[src/rtl/rom_ddr_loader_pkg.sv]
// Shared types and constants for the ROM-to-DDR2 preload engine.
package rom_ddr_loader_pkg;

  // Width of a DDR2 byte address on the cache-side memory port.
  localparam int DDR_AW = 28;

  typedef enum logic [2:0] {
    IDLE    = 3'd0,
    ROM_RD  = 3'd1,
    ROM_CAP = 3'd2,
    WR_REQ  = 3'd3,
    RD_REQ  = 3'd4,
    CMP     = 3'd5,
    DONE    = 3'd6
  } state_t;

  // Width of one memory-word slot that receives a single ROM lane.
  function automatic int slot_width(int mem_dw, int rom_dw, int lane_w);
    return mem_dw / (rom_dw / lane_w);
  endfunction

endpackage

[src/rtl/rom_ddr_loader_lane_expander.sv]
// Spreads the LANE_W-wide lanes of a ROM word into SLOT_W-wide slots of a
// memory word, zero-extending each lane. Lane 0 lands in the LSBs.
module rom_ddr_loader_lane_expander
  import rom_ddr_loader_pkg::*;
#(
  parameter int ROM_DW = 64,
  parameter int LANE_W = 8,
  parameter int MEM_DW = 256
) (
  input  logic [ROM_DW-1:0] lanes_in,
  output logic [MEM_DW-1:0] word_out
);

  localparam int LANES  = ROM_DW / LANE_W;
  localparam int SLOT_W = slot_width(MEM_DW, ROM_DW, LANE_W);

  // Place each lane at the bottom of its slot; upper slot bits stay zero.
  always_comb begin
    word_out = '0;
    for (int i = 0; i < LANES; i++) begin
      word_out[i*SLOT_W +: SLOT_W] = SLOT_W'(lanes_in[i*LANE_W +: LANE_W]);
    end
  end

endmodule

[src/rtl/rom_ddr_loader.sv]
// ROM-to-DDR2 preload engine: walks NUM_WORDS ROM words, writes each one
// (lane-expanded) to DDR2 over a valid/ready port and, when VERIFY is set,
// reads it back and counts mismatches.
module rom_ddr_loader
  import rom_ddr_loader_pkg::*;
#(
  parameter int               ROM_DW    = 64,
  parameter int               ROM_AW    = 16,
  parameter int               LANE_W    = 8,
  parameter int               MEM_DW    = 256,
  parameter int               NUM_WORDS = 38400,
  parameter logic [DDR_AW-1:0] BASE_ADDR = 28'h3000000,
  parameter int               ADDR_STEP = 8,
  parameter bit               VERIFY    = 1'b1
) (
  input  logic              clk,
  input  logic              rst,
  input  logic              start,
  output logic              busy,
  output logic              done,
  output logic [15:0]       err_cnt,
  output logic              mismatch,
  output logic [ROM_AW-1:0] rom_addr,
  input  logic [ROM_DW-1:0] rom_data,
  output logic [MEM_DW-1:0] mem_data_wr1,
  input  logic [MEM_DW-1:0] mem_data_rd1,
  output logic [DDR_AW-1:0] mem_data_addr1,
  output logic              mem_rw_data1,
  output logic              mem_valid_data1,
  input  logic              mem_ready_data1
);

  localparam logic [ROM_AW-1:0] LAST_IDX = ROM_AW'(NUM_WORDS - 1);
  localparam logic [DDR_AW-1:0] STEP     = DDR_AW'(ADDR_STEP);

  state_t              state_q, state_d;
  logic [ROM_AW-1:0]   rom_addr_q, rom_addr_d;
  logic                busy_q, busy_d;
  logic                done_q, done_d;
  logic [15:0]         err_cnt_q, err_cnt_d;
  logic [MEM_DW-1:0]   wdata_q, wdata_d;
  logic [MEM_DW-1:0]   rdata_q, rdata_d;
  logic [DDR_AW-1:0]   addr_q, addr_d;
  logic                rw_q, rw_d;
  logic                valid_q, valid_d;
  logic                advance;
  logic [MEM_DW-1:0]   expanded;

  rom_ddr_loader_lane_expander #(
    .ROM_DW (ROM_DW),
    .LANE_W (LANE_W),
    .MEM_DW (MEM_DW)
  ) u_expander (
    .lanes_in (rom_data),
    .word_out (expanded)
  );

  // Next-state, handshake and counter logic for the load/verify sequence.
  always_comb begin
    state_d    = state_q;
    rom_addr_d = rom_addr_q;
    busy_d     = busy_q;
    done_d     = done_q;
    err_cnt_d  = err_cnt_q;
    wdata_d    = wdata_q;
    rdata_d    = rdata_q;
    addr_d     = addr_q;
    rw_d       = rw_q;
    valid_d    = valid_q;
    advance    = 1'b0;

    case (state_q)
      IDLE: begin
        if (start) begin
          state_d    = ROM_RD;
          rom_addr_d = '0;
          err_cnt_d  = '0;
          done_d     = 1'b0;
          busy_d     = 1'b1;
          addr_d     = BASE_ADDR;
          rw_d       = 1'b1;
        end
      end
      // The ROM needs one full cycle with a stable address.
      ROM_RD: state_d = ROM_CAP;
      ROM_CAP: begin
        wdata_d = expanded;
        rw_d    = 1'b1;
        valid_d = 1'b1;
        state_d = WR_REQ;
      end
      WR_REQ: begin
        if (mem_ready_data1) begin
          if (VERIFY) begin
            // Same address, same held data: just turn the command into a read.
            rw_d    = 1'b0;
            state_d = RD_REQ;
          end else begin
            valid_d = 1'b0;
            advance = 1'b1;
          end
        end
      end
      RD_REQ: begin
        if (mem_ready_data1) begin
          rdata_d = mem_data_rd1;
          valid_d = 1'b0;
          state_d = CMP;
        end
      end
      CMP: begin
        if ((rdata_q != wdata_q) && (err_cnt_q != 16'hFFFF)) begin
          err_cnt_d = err_cnt_q + 16'd1;
        end
        advance = 1'b1;
      end
      DONE: begin
        busy_d  = 1'b0;
        done_d  = 1'b1;
        rw_d    = 1'b1;
        state_d = IDLE;
      end
      default: state_d = IDLE;
    endcase

    // Finishing a word: step the DDR2 address (wraps at 2^28) and either
    // move to the next ROM word or stop without running past the last one.
    if (advance) begin
      addr_d = addr_q + STEP;
      rw_d   = 1'b1;
      if (rom_addr_q == LAST_IDX) begin
        state_d = DONE;
        busy_d  = 1'b0;
        done_d  = 1'b1;
      end else begin
        rom_addr_d = rom_addr_q + 1'b1;
        state_d    = ROM_RD;
      end
    end
  end

  // Control and output registers; reset aborts any run in progress.
  always_ff @(posedge clk or posedge rst) begin
    if (rst) begin
      state_q    <= IDLE;
      rom_addr_q <= '0;
      busy_q     <= 1'b0;
      done_q     <= 1'b0;
      err_cnt_q  <= '0;
      wdata_q    <= '0;
      addr_q     <= BASE_ADDR;
      rw_q       <= 1'b1;
      valid_q    <= 1'b0;
    end else begin
      state_q    <= state_d;
      rom_addr_q <= rom_addr_d;
      busy_q     <= busy_d;
      done_q     <= done_d;
      err_cnt_q  <= err_cnt_d;
      wdata_q    <= wdata_d;
      addr_q     <= addr_d;
      rw_q       <= rw_d;
      valid_q    <= valid_d;
    end
  end

  // Read-back capture register; only meaningful in CMP, so it needs no reset.
  always_ff @(posedge clk) begin
    rdata_q <= rdata_d;
  end

  assign busy            = busy_q;
  assign done            = done_q;
  assign err_cnt         = err_cnt_q;
  assign rom_addr        = rom_addr_q;
  assign mem_data_wr1    = wdata_q;
  assign mem_data_addr1  = addr_q;
  assign mem_rw_data1    = rw_q;
  assign mem_valid_data1 = valid_q;
  assign mismatch        = (state_q == CMP) && (rdata_q != wdata_q);

endmodule

[config.mk]
export PLATFORM = sky130hd
export DESIGN_NAME = rom_ddr_loader
export DESIGN_NICKNAME = d
export VERILOG_FILES = /design/src/rtl/rom_ddr_loader_pkg.sv /design/src/rtl/rom_ddr_loader_lane_expander.sv /design/src/rtl/rom_ddr_loader.sv
export SDC_FILE = /design/constraint.sdc
export NUM_CORES = 1
export LEC_CHECK = 0
export CAP_MARGIN = 20
export CELL_PAD_IN_SITES_DETAIL_PLACEMENT = 1
export CELL_PAD_IN_SITES_GLOBAL_PLACEMENT = 1
export CORE_AREA = 5 5 247 249
export CTS_CLUSTER_SIZE = 16
export DETAILED_ROUTE_END_ITERATION = 12
export DIE_AREA = 0 0 252 254
export PLACE_DENSITY_LB_ADDON = 0.1
export SYNTH_ARGS = -nofsm -noshare
export SYNTH_HDL_FRONTEND = slang
export SYNTH_SLANG_ARGS = --single-unit
[constraint.sdc]
create_clock -name clk -period 8 [get_ports clk]
set_clock_uncertainty 0.05 [all_clocks]
set_input_delay 1.2 -clock clk [delete_from_list [all_inputs] [get_ports clk]]
set_output_delay 1.2 -clock clk [all_outputs]
set_load 0.03 [all_outputs]
### Word level (Yosys, flattened, before mapping)

Cells that the tools add are included.
Widths: inputs -> output; s select.

* logic and storage cells: 74
* bits in latches: 0
* bits in writable memories: 0
* bits in registers: 387
* memory bits (read-only): 0
* memories: 0

* shift operators: 0
* bitwise gates (word level): 0
* multiplexer cells: 30
* add/subtract/negate cells: 3
* $mul: 0
* divide/modulo/power cells: 0
* equal/unequal tests: 16
* reductions and logical operators: 15
* $lt $le $gt $ge: 0

Operator list (number)
* $ne 256x232->1: 1
* $mux 16: 6
* $mux 28: 3
* $add 16x1->16 const B: 2
* $pmux 16 s2: 1
* $add 28x4->28 const B: 1
* $pmux 3 s6: 1
* $eq 16x16->1 const B: 1
* $ne 16x16->1 const B: 1
* $mux 3: 5
* $mux 1: 10
* $eq 3x3->1 const B: 3
* $ne 3x3->1 const B: 3
* $ne 2x2->1 const B: 4
* $reduce_bool 2->1: 4
* $eq 3x2->1 const B: 2
* $pmux 1 s2: 3
* $reduce_and 2->1: 3
* $reduce_and 3->1: 2
* $reduce_and 4->1: 1
* $reduce_bool 4->1: 1
* $eq 3x1->1 const B: 1
* $logic_not 3->1: 1
* $pmux 1 s3: 1
* 2 further kinds: 3

### Longest topological paths before layout

Gate-level depths: netlist (run 1).

* depth after elaboration: 4
* depth in mapped cells: 9
* depth with buffers taken out: 8

### By module

A second synthesis (run 1) with hierarchy kept.

* cells, all modules: 1788
* area total of the unflattened synthesis: 25294.3 um^2

By module, submodules not included
* rom_ddr_loader: seq. area each 15698.8 um^2, area each 23368.7 um^2, times used 1, cells each 1531
* rom_ddr_loader_lane_expander: seq. area each 0.0 um^2, area each 1925.6 um^2, times used 1, cells each 257

### Least setup slack after synthesis (run 1)

No wires, ideal clock.

* path kind: input to register
* start: input port mem_ready_data1
* end: register valid_q, in the netlist mem_valid_data1
* setup time: 0.438 ns
* stages on the path: 2
* path slack: 0.018 ns
* data required time: 7.512 ns
* arrival time: 7.493 ns
* cells stage by stage: and3_1 o22ai_1

* cells in the longest elaborated chain, start to end: 2

RTL lines
* start, declared: RTL line rom_ddr_loader.sv:30 `input logic mem_ready_data1`
* $ne 2x2->1 (no line)
* $reduce_and 2->1 (no line)
* end signal, assigned: RTL line rom_ddr_loader.sv:163 `valid_q <= valid_d;`
* end, declared: RTL line rom_ddr_loader.sv:45 `logic valid_q, valid_d;`

No other way between the ends.
A chain may end at the register's enable or synchronous reset.

### Worst setup path in the final report (run 1)

* start: register rdata_q[12]
* end: output port mismatch

* cells in the longest elaborated chain, start to end: 2

RTL lines
* start, declared: RTL line rom_ddr_loader.sv:42 `logic [MEM_DW-1:0] rdata_q, rdata_d;`
* start signal, assigned: RTL line rom_ddr_loader.sv:169 `rdata_q <= rdata_d;`
* $ne 256x232->1: RTL line rom_ddr_loader.sv:180 `assign mismatch = (state_q == CMP) && (rdata_q != wdata_q);`
* $logic_and 1x1->1: RTL line rom_ddr_loader.sv:180
* end, declared: RTL line rom_ddr_loader.sv:22 `output logic mismatch,`

No other way between the ends.

==> impl_results.md, run 1 <==
* Die Wd at around 250 µm
* CP Launch Point: rdata_q[12]
* Final Hold Vio Count at 0
* EDFF count, synth at 256
* RR Endpoint: err_cnt[12]
* Clock buffer depth at 3
* Initial antenna violation count at 25
* Layout cells sized above 1 at 9.62%
* Vias in the first global route at 10800
* Num CTS Buffers at 46
* Critical R2R Launch: rdata_q[12]
* Nets@finish at 1902
* Max VDD drop at 0.000204 V
* Post-CTS Resized at 0
* Clock Pin Slew Worst Setup and Hold Paths at approximately 0.060 ns
* Largest net degree at the start of global routing at between 150 and 200
* Pins over their slew limit at 0
* Slowest cell on the critical path: nor4_1
* P_leak at 0.00802 µW
* Clk sink count at 384
* Die height at 254 µm
* Post-synthesis register bit count at around 380
* Pre-CTS worst setup slack at 3.32 ns
* 1st-pass router iterations at 4
* Die ar. at 64000 µm²
* Setup crit end kind: output pin
* Crit path to: mismatch
* H-tree lvl count at 2
* Crit-path max FO at 4
* Syn Area/Cell at ~15 µm²
* Via density at about 4.2
* CP Buf/Inv Count at 1
* Residual DRC count at 0
* Leading cell types in the layout, fill and taps excluded: clkdlybuf4s50_1, edfxtp_1, conb_1
* Most common cell after layout, fill and taps aside: clkdlybuf4s50_1
* Unrepaired setup endpoints after global routing: false
* Drt wl/cell at 20.6 µm
* Cell area after layout at roughly 22000 µm²
* GRT Total Usage at 14.6%
* Slew headroom at 36.1%
* Starting density of the core at a little over a quarter
* Root buffer cell: clkbuf_16
* Initial DRC Count at 411
* Synth Instances at about 1100
* Detail Placement HPWL at about 38 mm
* Minimum clock period at 5.15 ns
* Endpoints failing setup at 0
* Worst endpoint required time at roughly 6.8 ns
* Post-CTS Hold Buffers at 0
* Max-cap violations at 0
* Row cnt at between 80 and 90
* F_max at between 150 and 200 MHz
* Ports at 645
* TritonCTS clock tree: yes
* Area leader, netlist: edfxtp_1
* Grt total ovfl at 0
* Clock latency on the worst-skew pair at 0.57 ns
* R2r setup slk at approximately 4.7 ns
* Tcrit/Tclk final at 64.3%
* CP startpoint kind: flip-flop
* I/O Buffers at 449
* First-pass GRT wire length at approximately 70 mm
* Cells on worst reg2reg path at 7
* CP max stage delay at 0.69 ns
* Area delta synth->final at 39.2%
* Distinct cell type count after synthesis at 48
* Stages on worst setup path at 7
* CP arrival at 3.90 ns
* Top post-synthesis cells by area: edfxtp_1, dfrtp_1, buf_4
* Post-CTS setup buffers at 0
* Final worst setup slack at 2.85 ns
* Critical path class: reg -> out
* Total core area at 58500 µm²
* Pwr dens at 320 nW/µm²
* Layout Utilization at 37.9%
* Final setup TNS at 0 ns
* Slew @ Worst Pin at 0.959 ns
* Post-Place Cell Area at 20600 µm²
* Post-Syn Area at between 15000 and 20000 µm²
* Yosys warnings at 0
* Antenna violation net count after detailed routing at 0
* Post-synth top area share at about half
* HP Class: reg -> reg
* Async SR Flop Fraction at between 30 and 40%
* Routability cong. at 0.750
* DRT Wirelength at 49.4 mm
* CP delay by family, top: simple AND/OR/NAND/NOR gates
* CP Cell Sequence: nor4_1 -> nand4_1 -> nor4_1 -> nand4_1 -> or3_4 -> and2_1 -> clkdlybuf4s50_1
* Ys flop type: edfxtp_1
* Sequential area share after synthesis at 68.5%
* Status: finished clean
* Vias at 10100
stage by stage:
stage               hold slack [ns]  power (µW)  std cells
floorplan                     0.490        4140       1286
global placement              0.416        5060       2300
CTS                           0.437        7240       2385
global route                  0.464        7450       2391
finish                        0.431        7090       2397
detailed placement            0.426        5090       2300
registers in the layout (all words and copies together) (netlist names):
name / cells
busy: 1
mem_data_addr1: 25
state_q: 3
mem_valid_data1: 1
err_cnt: 16
rdata_q: 256
rom_addr: 16
mem_rw_data1: 1
done: 1
mem_data_wr1: 64
worst reg2reg max path, stage by stage, from the launching register on:
cell and delay, ns:
edfxtp_1 0.35, nor4_1 0.42, nand4_1 0.20, nor4_1 0.69, nand4_1 0.38, o31ai_4 0.76
o21ai_0 0.24, o31ai_1 0.11
area by class of cell:
class / count / area, µm²
diodes: 12 / 30.0
clock buffers: 64 / 1250
clock inverters: 21 / 251
fillers: 6212 / 36300
inverters: 6 / 27.5
multi-input cells: 682 / 4170
flip-flops and latches: 384 / 10900
well taps: 773 / 967
repair buffers: 455 / 4550
cell usage after synthesis (3+ instances only):
library cell,instances
ha_1,3
xnor2_1,64
dfstp_2,3
o21ai_0,36
nand3_1,36
a21oi_1,6
mux2i_1,14
inv_1,6
nor2_1,24
and4_1,3
edfxtp_1,256
mux2_2,64
o311ai_1,7
dfrtp_1,125
nand4_1,46
buf_4,195
nand2_1,58
nand2b_1,5
a31oi_1,3
and2_1,10
buf_2,8
and3_1,6
nor4_1,54
o31ai_1,11
or2_2,6
o211ai_1,4
clkbuf_1,9
kinds of logic after synthesis:
kind of cell | share of synthesized area, %
adders and majority gates | 0.236
xor gates and xnor gates | 3.58
and+or+nand+nor | 9.07
AOI/OAI and AO/OA | 3.21
other | 0.0236
buffers and inverters | 9.95
DFF | 68.5
muxes | 5.41
report_power, final:
group | internal (µW) | switching, µW | leakage, µW
combinational | 957 | 1230 | 0.00337
clock | 1260 | 834 | 0.000740
sequential | 2470 | 333 | 0.00391
total | 4690 | 2400 | 0.00802
per-layer routing:
| layer | global-route usage (%) | part of all wire [%] | vias up |
|---|---|---|---|
| met3 | 7.00 | 11 | 94 |
| met2 | 25.6 | 51 | 395 |
| li1 | - | - | 4646 |
| met4 | 4.20 | 2.1 | 30 |
| met5 | 0 | 0.43 | - |
| met1 | 15.8 | 36 | 4910 |
worst min-delay path by stage:
stage | depth (start not counted) | slack (ns) | end | from
after floorplan | 2 | 0.49 | mem_rw_data1 | state_q[0]
after global placement | 1 | 0.42 | mem_data_addr1[27] | mem_data_addr1[27]
after detailed placement | 1 | 0.43 | mem_data_addr1[27] | mem_data_addr1[27]
after CTS | 1 | 0.44 | mem_data_addr1[27] | mem_data_addr1[27]
after global routing | 1 | 0.46 | busy | busy
final | 1 | 0.43 | mem_data_addr1[27] | mem_data_addr1[27]
Power figures use the tool's default switching activity.
==> run 2: changes to the inputs <==
- CORE_AREA: 5 5 247 249 -> 5 5 250 252
- DIE_AREA: 0 0 252 254 -> 0 0 255 257
- clock period: 8 -> 4.8 ns (I/O delays scaled with it)
==> run 2 against run 1 <==
Non-clock buffer count increased by 4. Setup slack got worse by 2.5 ns. Clock power increased by 67%. Die area increased by 2.4%. Core utilization decreased by 0.78 points. Via count increased by 0.64%. Combinational power increased by 68%. Highest routed layer unchanged. Sequential power increased by 67%. Count of clock-buffer cells in the layout decreased by 7. Cell count increased by 0.50%. Power increased by 67%.
==> impl_results.md, run 2 (synthesis gave the netlist of run 1 again) <==
* Total core area at 59900 µm² (+2.5%)
* Nets@finish at 1906 (+0.21%)
* Clock latency on the worst-skew pair at 0.58 ns (about the same)
* Antenna violation net count after detailed routing at 0 (unchanged)
* Clock buffer depth at 3 (unchanged)
* Post-CTS Resized at 0 (unchanged)
* Number of flip-flops under the largest register name at 256 (unchanged)
* P_sw at 4080 µW (+70%)
* Largest net degree at the start of global routing at 93 (-42%)
* 1st-pass router iterations at 4 (unchanged)
* Starting density of the core at 26.5% (-0.66 points)
* Die height at 257 µm (+1.2%)
* Via density at 4.21 (+0.13%)
* Vias at 10100 (+0.64%)
* Post-CTS Hold Buffers at 0 (unchanged)
* Combinational power share at 31.1% (+0.2 points)
* Critical path class: reg -> out
* Clock Pin Slew Worst Setup and Hold Paths at 0.06 ns (about the same)
* Unrepaired setup endpoints after global routing: false
* Reg with most FFs: rdata_q
* Layout cells sized above 1 at 10.1% (+0.47 points)
* First-pass GRT wire length at 72.1 mm (+2.9%)
* DRT Wirelength at 50.3 mm (+1.8%)
* HP Class: reg -> reg
* Most common cell after layout, fill and taps aside: clkdlybuf4s50_1
* Int Power at 7770 µW (+66%)
* Clk sink count at 384 (unchanged)
* Vias in the first global route at 10800 (+0.27%)
* Endpoints failing setup at 0 (unchanged)
* Net Sw Frac at 34.4% (+0.58 points)
* Die ar. at 65500 µm² (+2.4%)
* Slew headroom at 36.1% (about the same)
* Max VDD drop at 0.000256 V (+25%)
* Final setup TNS at 0 ns (unchanged)
* Residual DRC count at 0 (unchanged)
* Status: finished clean
* GRT Total Usage at 14.7% (+0.070 points)
* Leading cell types in the layout, fill and taps excluded: clkdlybuf4s50_1, edfxtp_1, conb_1
* Setup crit end kind: output pin
* F_max at 224 MHz
* Worst endpoint required time at 4.03 ns (-2.72 ns)
* Clock share of power at 29.3% (-0.2 points)
* Die Wd at 255 µm (+1.2%)
* Minimum clock period at 4.46 ns
* Drt wl/cell at 20.9 µm (+1.3%)
* Detail Placement HPWL at 38.7 mm (+1.8%)
* Hold slack at 0.427 ns (-0.00356 ns)
* Tcrit/Tclk final at 93.0%
* Post-CTS setup buffers at 0 (unchanged)
* Routability cong. at 0.778 (+3.7%)
* Initial antenna violation count at 26 (+4.0%)
* P_leak at 0.00806 µW (+0.43%)
* Sequential fraction of design power at 39.6% (about the same)
* Final Hold Vio Count at 0 (unchanged)
* Initial DRC Count at 388 (-5.6%)
* Area delta synth->final at 39.7%
* Fillcell total at 6317 (+1.7%)
* Max-cap violations at 0 (unchanged)
* Crit-path max FO at 4 (unchanged)
* Grt total ovfl at 0 (unchanged)
* Num CTS Buffers at 46 (unchanged)
* TritonCTS clock tree: yes
* Cell area after layout at 22200 µm² (+0.36%)
* Layout Utilization at 37.1% (-0.78 points)
* CP arrival at 3.69 ns (-0.21 ns)
* Pwr dens at 533 nW/µm² (+67%)
* Pins over their slew limit at 0 (unchanged)
* CP startpoint kind: flip-flop
* I/O Buffers at 449 (unchanged)
* Ports at 645 (unchanged)
* Slew @ Worst Pin at 0.959 ns (-0.000536 ns)
* Root buffer cell: clkbuf_16
* Post-Place Cell Area at 20700 µm² (+0.38%)
* H-tree lvl count at 2 (unchanged)
* Row cnt at 90 (+1.1%)
## run 2: cell count changes in the layout (fill, tap and decap cells not counted), sizes merged
cell      before  now
clkinv        13   21
clkbuf        64   57
buf            6   10
bufinv         5    4
clkinvlp       0    1
diode         12   11
inv            9    8
## run 2: layer usage
layer	up-vias	track usage, %	wire [µm]
met5	-	0	212
met3	101	6.38	4850
met4	32	4.47	1140
met1	4963	16.3	18600
li1	4659	-	-
met2	384	25.5	25500
## run 2: worst paths after layout
kind	start	endpoint	slack (ns)	cells after the start
worst max-delay path	rdata_q[221]	mismatch	0.34	7
worst min-delay path	done	done	0.43	2
worst max register to register	rdata_q[221]	err_cnt[3]	1.75	7
worst min register to register	done	done	0.43	2
max in group asynchronous	rst	mem_data_wr1[167]	3.21	3
min in group asynchronous	rst	err_cnt[15]	0.67	2
## run 2: power by group through the flow
stage | clock [µW] | combinational (µW) | sequential (µW)
2_1_floorplan | 0 | 1470 | 5400
3_3_place_gp | 0 | 3730 | 4760
3_5_place_dp | 0 | 3750 | 4770
4_1_cts | 3630 | 3760 | 4710
5_1_grt | 3760 | 3900 | 4780
6_report | 3480 | 3680 | 4690
## run 2: critical path, stage by stage, from the launching register on
cell and delay, ns:
edfxtp_1 0.36, nor4_1 0.36, nand4_1 0.20, nor4_1 0.53, nand4_1 0.38, or3_4 0.47
and2_1 0.19, clkdlybuf4s50_1 0.62
## run 2: area by class of cell
class                      instances  area, µm²  share of cell area (%)
timing repair buffer             459       4620                    20.8
tap                              782        978                    4.40
sequential                       384      10900                    49.0
antenna                           11       27.5                   0.124
inverter                           6       27.5                   0.124
clock inverter                    28        282                    1.27
multi-input combinational        682       4170                    18.7
clock buffer                      57       1220                    5.50
## run 2: per-stage QoR
step,setup WS [ns],power (µW),std cells
2_1_floorplan,0.383,6870,1286
3_3_place_gp,0.845,8480,2313
3_5_place_dp,0.828,8530,2313
4_1_cts,0.179,12100,2398
5_1_grt,0.0557,12400,2404
6_report,0.338,11800,2409
==> run 3: changes to the inputs <==
- GPL_ROUTABILITY_DRIVEN: unset -> 0
==> results of run 3 <==
The final DEF is identical to that of run 2; final timing and power are the same.
